## src/rtl/taxi_eth_pkg.sv

```systemverilog
// Shared Ethernet header constants and helpers for frame rewriters.
package taxi_eth_pkg;

    localparam int ETH_HDR_DST_OFF  = 0;
    localparam int ETH_HDR_SRC_OFF  = 6;
    localparam int ETH_MAC_LEN      = 6;
    localparam int ETH_MIN_SWAP_LEN = 12;

    typedef logic [47:0] eth_mac_t;

    // A frame is a runt when it ends on beat0, or ends on beat1 before both MACs are complete.
    function automatic logic eth_is_runt(input logic first_beat, input logic second_beat,
                                         input logic last_beat, input logic [7:0] keep);
        logic [7:0] need;
        need = 8'((1 << (ETH_MIN_SWAP_LEN - 8)) - 1);
        return last_beat && (first_beat || (second_beat && ((keep & need) != need)));
    endfunction

endpackage

```

## src/rtl/taxi_axis_beat_pipe.sv

```systemverilog
// Two-entry beat pipeline (head presented downstream, tail as skid slot).
// head_hold lets the owner keep the head beat back until it has seen the tail beat.
module taxi_axis_beat_pipe #(
    parameter int W = 8
) (
    input  logic         clk,
    input  logic         rst_n,
    input  logic [W-1:0] in_data,
    input  logic         in_valid,
    output logic         in_ready,
    output logic         in_xfer,
    input  logic         head_hold,
    output logic [W-1:0] head_data,
    output logic         head_valid,
    output logic [W-1:0] tail_data,
    output logic         tail_valid,
    output logic         out_valid,
    input  logic         out_ready,
    output logic         out_xfer
);

    logic         head_valid_reg;
    logic         tail_valid_reg;
    logic [W-1:0] head_data_reg;
    logic [W-1:0] tail_data_reg;

    // Ready depends only on occupancy and the downstream transfer, never on in_valid.
    assign out_valid  = head_valid_reg && !head_hold;
    assign out_xfer   = out_valid && out_ready;
    assign in_ready   = rst_n && (!tail_valid_reg || out_xfer);
    assign in_xfer    = in_valid && in_ready;
    assign head_data  = head_data_reg;
    assign head_valid = head_valid_reg;
    assign tail_data  = tail_data_reg;
    assign tail_valid = tail_valid_reg;

    // Occupancy: shift tail into head on a head transfer, fill the first free slot on accept.
    always_ff @(posedge clk or negedge rst_n) begin
        if (!rst_n) begin
            head_valid_reg <= 1'b0;
            tail_valid_reg <= 1'b0;
        end else if (out_xfer) begin
            if (tail_valid_reg) begin
                head_valid_reg <= 1'b1;
                tail_valid_reg <= in_xfer;
            end else begin
                head_valid_reg <= in_xfer;
                tail_valid_reg <= 1'b0;
            end
        end else if (in_xfer) begin
            if (!head_valid_reg) begin
                head_valid_reg <= 1'b1;
            end else begin
                tail_valid_reg <= 1'b1;
            end
        end
    end

    // Beat storage follows the same moves as the valid bits; contents are don't-care when empty.
    always_ff @(posedge clk) begin
        if (out_xfer) begin
            if (tail_valid_reg) begin
                head_data_reg <= tail_data_reg;
                if (in_xfer) begin
                    tail_data_reg <= in_data;
                end
            end else if (in_xfer) begin
                head_data_reg <= in_data;
            end
        end else if (in_xfer) begin
            if (!head_valid_reg) begin
                head_data_reg <= in_data;
            end else begin
                tail_data_reg <= in_data;
            end
        end
    end

endmodule

```

## src/rtl/taxi_eth_mac_swap.sv

```systemverilog
// Loopback header rewriter: exchanges destination and source MAC of every frame.
// Optional build macro TAXI_ETH_SWAP_MCAST_PASS_EN: multicast/broadcast frames pass unswapped.
module taxi_eth_mac_swap
    import taxi_eth_pkg::*;
#(
    parameter int DATA_W = 64,
    parameter int KEEP_W = DATA_W/8,
    parameter int ID_W   = 8,
    parameter int USER_W = 1
) (
    input  logic              clk,
    input  logic              rst_n,
    input  logic [DATA_W-1:0] s_axis_tdata,
    input  logic [KEEP_W-1:0] s_axis_tkeep,
    input  logic              s_axis_tvalid,
    output logic              s_axis_tready,
    input  logic              s_axis_tlast,
    input  logic [ID_W-1:0]   s_axis_tid,
    input  logic [USER_W-1:0] s_axis_tuser,
    output logic [DATA_W-1:0] m_axis_tdata,
    output logic [KEEP_W-1:0] m_axis_tkeep,
    output logic              m_axis_tvalid,
    input  logic              m_axis_tready,
    output logic              m_axis_tlast,
    output logic [ID_W-1:0]   m_axis_tid,
    output logic [USER_W-1:0] m_axis_tuser,
    output logic              stat_runt
);

    if (DATA_W != 64) begin : g_bad_width
        $error("taxi_eth_mac_swap: only DATA_W=64 is supported");
    end

    // Beat word: {data, keep, id, user, last, first, second, runt}
    localparam int PW       = DATA_W + KEEP_W + ID_W + USER_W + 4;
    localparam int MAC_BITS = 8 * ETH_MAC_LEN;
    localparam int HI_BITS  = 8 * (ETH_MIN_SWAP_LEN - 8);

    logic [1:0]    beat_cnt_reg;
    logic          in_first;
    logic          in_second;
    logic          in_runt;
    logic          in_xfer;
    logic [PW-1:0] in_word;
    logic [PW-1:0] head_word;
    logic [PW-1:0] tail_word;
    logic          head_valid;
    logic          tail_valid;
    logic          head_hold;
    logic          out_xfer;

    logic [DATA_W-1:0] hd_data;
    logic [KEEP_W-1:0] hd_keep;
    logic [ID_W-1:0]   hd_id;
    logic [USER_W-1:0] hd_user;
    logic              hd_last, hd_first, hd_second, hd_runt;
    logic              tl_runt;
    logic [HI_BITS-1:0] tl_lo;
    logic              unused_tail;

    eth_mac_t           dst_mac;
    eth_mac_t           src_mac;
    logic               mcast;
    logic               swap_now;
    logic               saved_swap_reg;
    logic [HI_BITS-1:0] saved_dst_hi_reg;

    assign in_first  = (beat_cnt_reg == 2'd0);
    assign in_second = (beat_cnt_reg == 2'd1);
    assign in_runt   = eth_is_runt(in_first, in_second, s_axis_tlast, s_axis_tkeep[7:0]);
    assign in_word   = {s_axis_tdata, s_axis_tkeep, s_axis_tid, s_axis_tuser,
                        s_axis_tlast, in_first, in_second, in_runt};

    // Input-side beat position: 0 = beat0, 1 = beat1, 2 = any later beat.
    always_ff @(posedge clk or negedge rst_n) begin
        if (!rst_n) begin
            beat_cnt_reg <= 2'd0;
        end else if (in_xfer) begin
            if (s_axis_tlast) begin
                beat_cnt_reg <= 2'd0;
            end else if (beat_cnt_reg != 2'd2) begin
                beat_cnt_reg <= beat_cnt_reg + 2'd1;
            end
        end
    end

    assign {hd_data, hd_keep, hd_id, hd_user, hd_last, hd_first, hd_second, hd_runt} = head_word;
    assign tl_lo       = tail_word[PW-DATA_W +: HI_BITS];
    assign tl_runt     = tail_word[0];
    assign unused_tail = ^{tail_word[PW-1:PW-DATA_W+HI_BITS], tail_word[PW-DATA_W-1:1]};

    // beat0 waits for beat1 so the whole source MAC is visible before it leaves.
    assign head_hold = head_valid && hd_first && !hd_last && !tail_valid;

    taxi_axis_beat_pipe #(
        .W(PW)
    ) u_pipe (
        .clk        (clk),
        .rst_n      (rst_n),
        .in_data    (in_word),
        .in_valid   (s_axis_tvalid),
        .in_ready   (s_axis_tready),
        .in_xfer    (in_xfer),
        .head_hold  (head_hold),
        .head_data  (head_word),
        .head_valid (head_valid),
        .tail_data  (tail_word),
        .tail_valid (tail_valid),
        .out_valid  (m_axis_tvalid),
        .out_ready  (m_axis_tready),
        .out_xfer   (out_xfer)
    );

    assign dst_mac = hd_data[8*ETH_HDR_DST_OFF +: MAC_BITS];
    assign src_mac = {tl_lo, hd_data[8*ETH_HDR_SRC_OFF +: DATA_W-8*ETH_HDR_SRC_OFF]};

`ifdef TAXI_ETH_SWAP_MCAST_PASS_EN
    assign mcast = hd_data[8*ETH_HDR_DST_OFF];
`else
    assign mcast = 1'b0;
`endif

    // Swap only a full-header beat0 whose frame is not a runt.
    assign swap_now = hd_first && !hd_last && tail_valid && !tl_runt && !mcast;

    // Remember the upper destination bytes for beat1, which follows beat0 out of the head.
    always_ff @(posedge clk or negedge rst_n) begin
        if (!rst_n) begin
            saved_swap_reg   <= 1'b0;
            saved_dst_hi_reg <= '0;
        end else if (out_xfer && hd_first) begin
            saved_swap_reg   <= swap_now;
            saved_dst_hi_reg <= dst_mac[MAC_BITS-1:MAC_BITS-HI_BITS];
        end
    end

    // Output mux: beat0 gets {dst[0:1], src}, beat1 low bytes get dst[2:5].
    always_comb begin
        m_axis_tdata = hd_data;
        if (swap_now) begin
            m_axis_tdata[MAC_BITS-1:0]      = src_mac;
            m_axis_tdata[DATA_W-1:MAC_BITS] = dst_mac[DATA_W-MAC_BITS-1:0];
        end else if (hd_second && saved_swap_reg) begin
            m_axis_tdata[HI_BITS-1:0] = saved_dst_hi_reg;
        end
    end

    // Sideband travels with the beat; runt last beats are marked bad.
    always_comb begin
        m_axis_tkeep    = hd_keep;
        m_axis_tid      = hd_id;
        m_axis_tlast    = hd_last;
        m_axis_tuser    = hd_user;
        m_axis_tuser[0] = hd_user[0] | hd_runt;
    end

    assign stat_runt = out_xfer && hd_runt;

endmodule
```

## config.mk

```make
export PLATFORM = sky130hd
export DESIGN_NAME = taxi_eth_mac_swap
export DESIGN_NICKNAME = d
export VERILOG_FILES = /design/src/rtl/taxi_eth_pkg.sv /design/src/rtl/taxi_axis_beat_pipe.sv /design/src/rtl/taxi_eth_mac_swap.sv
export SDC_FILE = /design/constraint.sdc
export NUM_CORES = 1
export LEC_CHECK = 0
export CAP_MARGIN = 20
export CELL_PAD_IN_SITES_DETAIL_PLACEMENT = 0
export CELL_PAD_IN_SITES_GLOBAL_PLACEMENT = 1
export CORE_MARGIN = 2
export CORE_UTILIZATION = 44
export CTS_CLUSTER_DIAMETER = 30
export DETAILED_ROUTE_END_ITERATION = 8
export PLACE_DENSITY = 0.81
export SYNTH_ARGS = -nofsm -noshare
export SYNTH_HDL_FRONTEND = slang
export SYNTH_HIERARCHICAL = 1
export SYNTH_SLANG_ARGS = --single-unit
```

## constraint.sdc

```tcl
create_clock -name clk -period 9.4 [get_ports clk]
set_input_delay 1.88 -clock clk [delete_from_list [all_inputs] [get_ports clk]]
set_output_delay 1.88 -clock clk [all_outputs]
set_load 0.02 [all_outputs]
```

# Yosys cells after proc, flatten, opt, wreduce, memory -nomap -nowiden
# Cells that the tools add are included.
# word_totals
input_bits	86
word_cells	66
rom_bits	0
reg_bits	207
ramBits	0
n_memories	0
latch_bits	0
output_inout_bits	85
# classes
mul	0
shifts	0
n_reduce_logical	30
n_div	0
bitwise	1
mux	21
n_eq_ne	6
n_lt_le_gt_ge	0
add_sub_neg	1
# ops
operator	n
85-bit two-way mux	9
32-bit two-way mux	3
1-bit logical AND	15
2-bit nonzero test	4
1-bit two-way mux	7
2-bit inequality test, second input constant	3
1-bit zero test	4
2-bit two-way mux	2
4-bit inequality test, second input constant	1
2-bit AND reduction	2
4-bit AND reduction	1
3-bit AND reduction	1
2-bit by 1-bit adder with 2-bit output, second input constant	1
2-bit by 1-bit equality test with 1-bit output, second input constant	1
2-bit zero test	1
1-bit logical OR	2
2-bit by 1-bit inequality test with 1-bit output, second input constant	1
1-bit bitwise OR	1

# Logic depth before layout (Yosys ltp)
# Gate-level depths: netlist (run 1).
# depth
depth_word	12
ltp_mapped	6
ltp_nobuf	5

# Hierarchy
# The synthesis (run 1) kept the hierarchy.
# by_module_without_submodules
mod	cells_each	seq_area_each_um2	n_inst	area_each_um2
taxi_axis_beat_pipe	285	5154.9	1	6492.5
taxi_eth_mac_swap	232	875.8	1	2673.8

# Least setup slack after synthesis (run 1)
# No wires, ideal clock.
# synth_timing
path_type	input to register
start	in m_axis_tready
end	reg u_pipe.tail_data_reg[0] (netlist: u_pipe/tail_data[0]), enable pin
t_arrival_ns	8.311
required_ns	8.750
setup_time_ns	0.650
slack_ns	0.439
path_buffers	0
stages	3
cell_sequence	nand2b_1 -> xnor2_1 -> nor3b_1
# synth_between
elab_chain_cells	6
elab_cells_between_ends	9
classes_between	2 x eq/ne; 7 x reduce/logical
# synth_rtl
element	line	rtl
start: declaration	taxi_eth_mac_swap.sv:23	input logic m_axis_tready,
1-bit logical AND *	taxi_axis_beat_pipe.sv:29	assign out_xfer = out_valid && out_ready;
1-bit logical OR	taxi_axis_beat_pipe.sv:30	assign in_ready = rst_n && (!tail_valid_reg || out_xfer);
1-bit logical AND	taxi_axis_beat_pipe.sv:30	
1-bit logical AND	taxi_axis_beat_pipe.sv:31	assign in_xfer = in_valid && in_ready;
2-bit inequality test (no line) / 2-bit nonzero test (equally long branches)	n/a	
4-bit AND reduction (no line) *	n/a	
end signal: assignment	taxi_axis_beat_pipe.sv:65	tail_data_reg <= in_data;
end signal: assignment	taxi_axis_beat_pipe.sv:74	tail_data_reg <= in_data;
end: declaration	taxi_axis_beat_pipe.sv:25	logic [W-1:0] tail_data_reg;
# Mark *: on every way between the ends. The rest lies on a longest branch, timed or not.
# A chain may end at the register's enable or synchronous reset.

# Worst setup path after layout (run 1)
# layout_timing
start	in m_axis_tready
end	out s_axis_tready
# layout_between
elab_chain_cells	3
# layout_rtl
element	line	rtl
1-bit logical AND	taxi_axis_beat_pipe.sv:29	
1-bit logical OR	taxi_axis_beat_pipe.sv:30	
1-bit logical AND	taxi_axis_beat_pipe.sv:30	
end: declaration	taxi_eth_mac_swap.sv:16	output logic s_axis_tready,
# No other way between the ends.

==> results by group, run 1 <==
Routing
  • DRT Pass-1 Iters: 4
  • Via-to-Cell Ratio: 4.97
  • Post-Route WL: 19.1 mm
  • Routed vias: 5042
  • DRC viols: 0
  • DRT iter0 DRCs: 250
  • Routed Antenna Nets: 0
  • Wire per inst: 18.8 um

Final layout
  • Antenna cells: 0
  • Share of cells above drive strength 1: 0.338
  • Layout Nets: 801
  • Reg area: 0.00603 mm^2
  • Fill cells: 1498
  • Footprint of the multi-input gates: 0.00292 mm^2
  • Layout area overhead: 37.6%
  • Layout Utilization: 0.619

Die
  • Die X: 148 um
  • Core Footprint: 0.0204 mm^2
  • DIE HEIGHT: 148 um
  • Std cell rows: 52
  • Initial Utilization: 0.450
  • I/O pin count: 171
  • Die Area: 0.0220 mm^2

Synth
  • Sequential share of the synthesized area: 0.658
  • Top-count cell post-synth: edfxtp_1
  • Mapped Avg Cell Area: 17.7 um^2
  • Synth unique cells: 32
  • Syn Inst Count: 517
  • Syn_nets: 606
  • FFs w/ async S/R, synth: 0.179
  • Yosys reg bits: 207
  • Primary FF master, synth: edfxtp_1
  • Top cells by count, synth: 170 x edfxtp_1, 82 x mux2_4, 69 x mux2_2, 37 x dfrtp_1, 32 x mux2i_1
  • Cell Area, Synth: 0.00917 mm^2
  • EDFF count, synth: 170
  • Synth area leader: edfxtp_1
  • Synth top area cells: edfxtp_1 56%, mux2_4 13%, dfrtp_1 10%
  • Area share of the largest cell type after synthesis: 0.557
  • Synth warn: 6

Timing
  • Clock skew: 12.8 ps
  • RSZ-0062 raised after global routing: no
  • Fmax: 188 MHz
  • Fin. Hold Viols: 0
  • Final Cycle Share: 0.566
  • Setup tns final: 0 ps
  • Final setup violating endpoints: 0
  • Max-slew violations: 0
  • Post-layout min period: 5320 ps
  • Slew @ Worst Pin: 1090 ps
  • Max-Slew Margin vs Limit: 0.271

Run status
  • Status: finished clean

Placement
  • Post-DP HPWL: 12.3 mm
  • Buffers on Ports: 170
  • Global placement routability congestion: 0.795

Global route
  • Antenna violations before repair: 0
  • GRT Total Usage: 0.173
  • GRT overflow: 0
  • Largest net degree at the start of global routing: 89
  • First-pass GRT wire length: 30.0 mm
  • Vias in the first global route: 5350

Power and ir drop
  • Max IR drop VDD: 0.163 mV
  • P per Cell Area: 246 mW/mm^2
  • Lkg Pwr: 4.94 nW

Setup path
  • CP endpoint kind: primary output
  • Critical path launch point type: input pin
  • WP data arrival: 3440 ps
  • Kind of critical path: input pin to primary output
  • Crit Path Max Fanout: 3
  • CP required: 7520 ps

Clock network
  • CTS Hold Bufs: 0
  • CTS tree: built
  • Bufs on Longest Clock Path: 3
  • Post-cts sizing count: 0
  • Inserted Clock Buffers: 43
  • Clock root buffer: clkbuf_16
  • Worst skew pair latency: 490 ps
  • Clock net sink count: 207
  • # H-tree levels: 2
  • Clock slew at reported path FFs: 50 ps
  • Post-CTS Setup Repair Bufs: 0

Hold path
  • Hold Crit Class: flop to flop

Run
  • Number of max-cap violations: 0
## cell families (layout without fill, tap and decap cells)
logic type | count (synthesis) | in the layout | synth area share
muxes | 183 | 183 | 0.254
AOI/OAI and AO/OA | 42 | 42 | 0.0277
DFF | 207 | 207 | 0.658
adders and majority gates | 3 | 3 | 0.00410
xor gates and xnor gates | 1 | 1 | 0.000956
and+or+nand+nor | 50 | 50 | 0.0288
buffers and inverters | 31 | 259 | 0.0265
## metal layers
| layer | vias up | routed length [um] | GRT usage |
|---|---|---|---|
| li1 | 2378 | - | - |
| met1 | 2480 | 9050 | 0.247 |
| met2 | 153 | 8800 | 0.269 |
| met3 | 31 | 805 | 0.0325 |
| met4 | 0 | 425 | 0.0576 |
| met5 | - | 0 | 0 |
## report_power, final
part	internal [W]	switching, W	total (W)
sequential	0.00112	0.0000693	0.00119
clock	0.00111	0.000454	0.00156
combinational	0.000195	0.000151	0.000346
## cell type report
class	count	area share
flip-flops and latches	207	0.478
multi-input cells	279	0.232
repair buffers	177	0.142
clock buffers	52	0.0914
clock inverters	26	0.0288
well taps	270	0.0268
inverters	4	0.00119
## placed cells by master, fill, tap and decap left out, types with 9 or more instances in the layout
master and count:
edfxtp_1 170, clkdlybuf4s50_1 169, mux2_4 82, mux2_2 69, clkbuf_16 45, dfrtp_1 37
mux2i_1 32, nand2_1 26, o21ai_1 20, nand2_2 11, o21ai_2 10, bufinv_16 9
## metrics by stage
step	setup WS (ps)	instance area [um^2]	hold slack, ps	instances	total power [W]
2_1_floorplan	439	9170	479	517	0.00139
4_1_cts	4030	12600	508	1013	0.00313
3_5_place_dp	4080	11000	497	935	0.00155
6_report	4080	12600	506	1015	0.00310
3_3_place_gp	4110	11000	493	935	0.00153
5_1_grt	3980	12600	520	1015	0.00321
## worst max-delay path, stage by stage
cell and delay, ps:
clkdlybuf4s50_1 550, nand3b_1 150, nand2_1 120, and2_1 130, clkdlybuf4s50_1 600
## path summary, 6_finish.rpt
| check | start | to | slack, ps | cells after the start |
|---|---|---|---|---|
| hold / removal | u_pipe/head_data[48]$_DFFE_PP_ | saved_dst_hi_reg[11]$_DFFE_PN0P_ | 510 | 1 |
| min in group asynchronous | rst_n | u_pipe/tail_valid$_DFFE_PN0P_ | 1510 | 1 |
| setup / recovery | m_axis_tready | s_axis_tready | 4080 | 5 |
| hold reg to reg | u_pipe/head_data[48]$_DFFE_PP_ | saved_dst_hi_reg[11]$_DFFE_PN0P_ | 510 | 1 |
| max in group asynchronous | rst_n | saved_dst_hi_reg[10]$_DFFE_PN0P_ | 7320 | 1 |
| setup reg to reg | u_pipe/tail_valid$_DFFE_PN0P_ | u_pipe/head_data[33]$_DFFE_PP_ | 6100 | 5 |
(Power assumes the default switching activity.)
==> run 2: changes to the inputs <==
Settings changed: CORE_UTILIZATION 44 to 40, PLACE_DENSITY 0.81 to 0.78.
Clock period 9.4 ns to 4.3 ns, I/O delays scaled along.
==> results by group, run 2 (synthesized netlist as in run 1, its figures left out) <==
Run status
  • Status: finished clean (unchanged)

Power and ir drop
  • Lkg Pwr: 5.03 nW (was 4.94 nW)
  • Psw: 0.00154 W (was 0.000675 W)
  • Sequential share of power: 0.374 (was 0.383)
  • Switching share of power: 0.221 (was 0.218)
  • Total power: 0.00695 W (was 0.00310 W)
  • Max IR drop VDD: 0.385 mV (was 0.163 mV)
  • Power share of the clock group: 0.517 (was 0.505)
  • P per Cell Area: 544 mW/mm^2 (was 246 mW/mm^2)
  • P_int: 0.00542 W (was 0.00242 W)
  • Gate power share: 0.110 (was 0.112)

Timing
  • Final Cycle Share: 0.868
  • Final setup violating endpoints: 0 (unchanged)
  • Slew @ Worst Pin: 909 ps (was 1090 ps)
  • Post-layout min period: 3730 ps
  • Max-slew violations: 0 (unchanged)
  • RSZ-0062 raised after global routing: no (unchanged)
  • Fin. Hold Viols: 0 (unchanged)
  • Clock skew: 14.6 ps (was 12.8 ps)
  • Fmax: 268 MHz
  • Setup tns final: 0 ps (unchanged)
  • Max-Slew Margin vs Limit: 0.392 (was 0.271)

Run
  • Number of max-cap violations: 0 (unchanged)

Setup path
  • RR Startpoint: u_pipe/tail_valid$_DFFE_PN0P_ (unchanged)
  • CP required: 3440 ps (was 7520 ps)
  • CP endpoint kind: primary output (unchanged)
  • WP data arrival: 2870 ps (was 3440 ps)
  • Worst reg-to-reg path cell count: 5 (unchanged)
  • Crit Path Max Fanout: 19 (was 3)
  • Crit path to: m_axis_tdata[35] (was s_axis_tready)
  • Reg2reg end: u_pipe/tail_data[63]$_DFFE_PP_ (was u_pipe/head_data[33]$_DFFE_PP_)
  • Critical path launch point type: flop (was input pin)
  • Flop2flop setup slack: 1670 ps (was 6100 ps)
  • Kind of critical path: flop to primary output (was input pin to primary output)
  • CP Launch Point: u_pipe/tail_valid$_DFFE_PN0P_ (was m_axis_tready)

Die
  • I/O pin count: 171 (unchanged)
  • Initial Utilization: 0.406 (was 0.450)
  • Die X: 155 um (was 148 um)
  • Die Area: 0.0241 mm^2 (was 0.0220 mm^2)
  • Core Footprint: 0.0226 mm^2 (was 0.0204 mm^2)
  • Std cell rows: 55 (was 52)
  • DIE HEIGHT: 155 um (was 148 um)

Final layout
  • Layout area overhead: 39.4% (was 37.6%)
  • Share of cells above drive strength 1: 0.354 (was 0.338)
  • Commonest non-fill, non-tap cell in the layout: edfxtp_1 (unchanged)
  • Antenna cells: 0 (unchanged)
  • Fill cells: 1738 (was 1498)
  • Commonest non-fill, non-tap cells in the layout: 170 x edfxtp_1, 169 x clkdlybuf4s50_1, 82 x mux2_4 (unchanged)
  • Layout Nets: 808 (was 801)

Placement
  • Post-DP HPWL: 13.3 mm (was 12.3 mm)
  • Global placement routability congestion: 0.830 (was 0.795)
  • Buffers on Ports: 170 (unchanged)

Global route
  • Antenna violations before repair: 0 (unchanged)
  • Vias in the first global route: 5424 (was 5350)
  • GRT overflow: 0 (unchanged)
  • GRT Max-Usage Layer: met2 (unchanged)
  • Met1 usage: 0.222 (was 0.247)
  • GRT Total Usage: 0.163 (was 0.173)
  • First-pass GRT wire length: 30.5 mm (was 30.0 mm)
  • Largest net degree at the start of global routing: 86 (was 89)
  • Met3 Use GR: 0.0357 (was 0.0325)
  • GR Util met2: 0.257 (was 0.269)

Clock network
  • Post-cts sizing count: 0 (unchanged)
  • Worst skew pair latency: 510 ps (was 490 ps)
  • # H-tree levels: 2 (unchanged)
  • Post-CTS Setup Repair Bufs: 0 (unchanged)
  • Bufs on Longest Clock Path: 3 (unchanged)
  • Inserted Clock Buffers: 45 (was 43)
  • Clock slew at reported path FFs: 40 ps (was 50 ps)
  • CTS tree: built (unchanged)
  • CTS Hold Bufs: 0 (unchanged)
  • Clock root buffer: clkbuf_16 (unchanged)
  • Clock net sink count: 207 (unchanged)

Routing
  • Routed vias: 5081 (was 5042)
  • Wire per inst: 19.0 um (was 18.8 um)
  • DRT iter0 DRCs: 219 (was 250)
  • Routed Antenna Nets: 0 (unchanged)
  • DRT Pass-1 Iters: 4 (unchanged)
  • DRC viols: 0 (unchanged)
  • Via-to-Cell Ratio: 4.88 (was 4.97)
  • Post-Route WL: 19.8 mm (was 19.1 mm)

Hold path
  • Hold Crit Class: input pin to asynchronous set/reset pin (was flop to flop)
[run 2: cell types whose count changed in the layout (fill, tap and decap cells not counted), sizes merged]
cell and change:
clkbuf +5, bufinv -1, inv +1, clkinv +1, buf +5
[run 2: cell type report]
type                       count  area [um^2]  share of cell area
clock buffer                  57         1260              0.0989
multi-input combinational    279         2930               0.229
sequential                   207         6030               0.472
clock inverter                27          358              0.0280
timing repair buffer         182         1820               0.143
tap                          285          357              0.0279
inverter                       4         15.0             0.00118
[run 2: stage by stage]
stage	hold WS [ps]	setup slack [ps]	util	cells	instance area, um^2
after CTS	135	524	0.566	1041	12800
final	157	565	0.566	1041	12800
after global routing	136	417	0.566	1041	12800
after detailed placement	496	1050	0.494	957	11200
after global placement	492	1060	0.494	957	11200
after floorplan	479	378	-	517	9180
[run 2: metal layers]
layer,vias to the layer above,part of all wire
li1,2387,-
met1,2518,0.46
met2,145,0.47
met3,31,0.045
met4,0,0.024
met5,-,0
[run 2: critical path: stages (launching register included)]
cell and delay, ps:
dfrtp_1 560, and4bb_4 610, buf_4 320, mux2_4 320, clkdlybuf4s50_1 540
[run 2: power by group through the flow]
stage | logic [W] | clock network [W] | registers, W
floorplan | 0.000451 | 0 | 0.00257
global placement | 0.000744 | 0 | 0.00262
detailed placement | 0.000768 | 0 | 0.00263
CTS | 0.000772 | 0.00367 | 0.00260
global route | 0.000815 | 0.00377 | 0.00262
finish | 0.000762 | 0.00359 | 0.00260
[run 2: worst min path at each step]
| stage | start | end | slack, ps | cells after the start |
|---|---|---|---|---|
| finish | rst_n | u_pipe/tail_valid$_DFFE_PN0P_ | 160 | 1 |
| global placement | saved_dst_hi_reg[29]$_DFFE_PN0P_ | saved_dst_hi_reg[29]$_DFFE_PN0P_ | 490 | 1 |
| global route | rst_n | u_pipe/tail_valid$_DFFE_PN0P_ | 140 | 1 |
| CTS | rst_n | u_pipe/tail_valid$_DFFE_PN0P_ | 140 | 1 |
| detailed placement | saved_dst_hi_reg[19]$_DFFE_PN0P_ | saved_dst_hi_reg[19]$_DFFE_PN0P_ | 500 | 1 |
| floorplan | saved_dst_hi_reg[0]$_DFFE_PN0P_ | saved_dst_hi_reg[0]$_DFFE_PN0P_ | 480 | 1 |
==> run 3: changes to the inputs <==
Settings changed: CAP_MARGIN 20 to 30.
==> results of run 3 <==
Same layout as run 2: the final DEF is identical, and so are final timing and power.
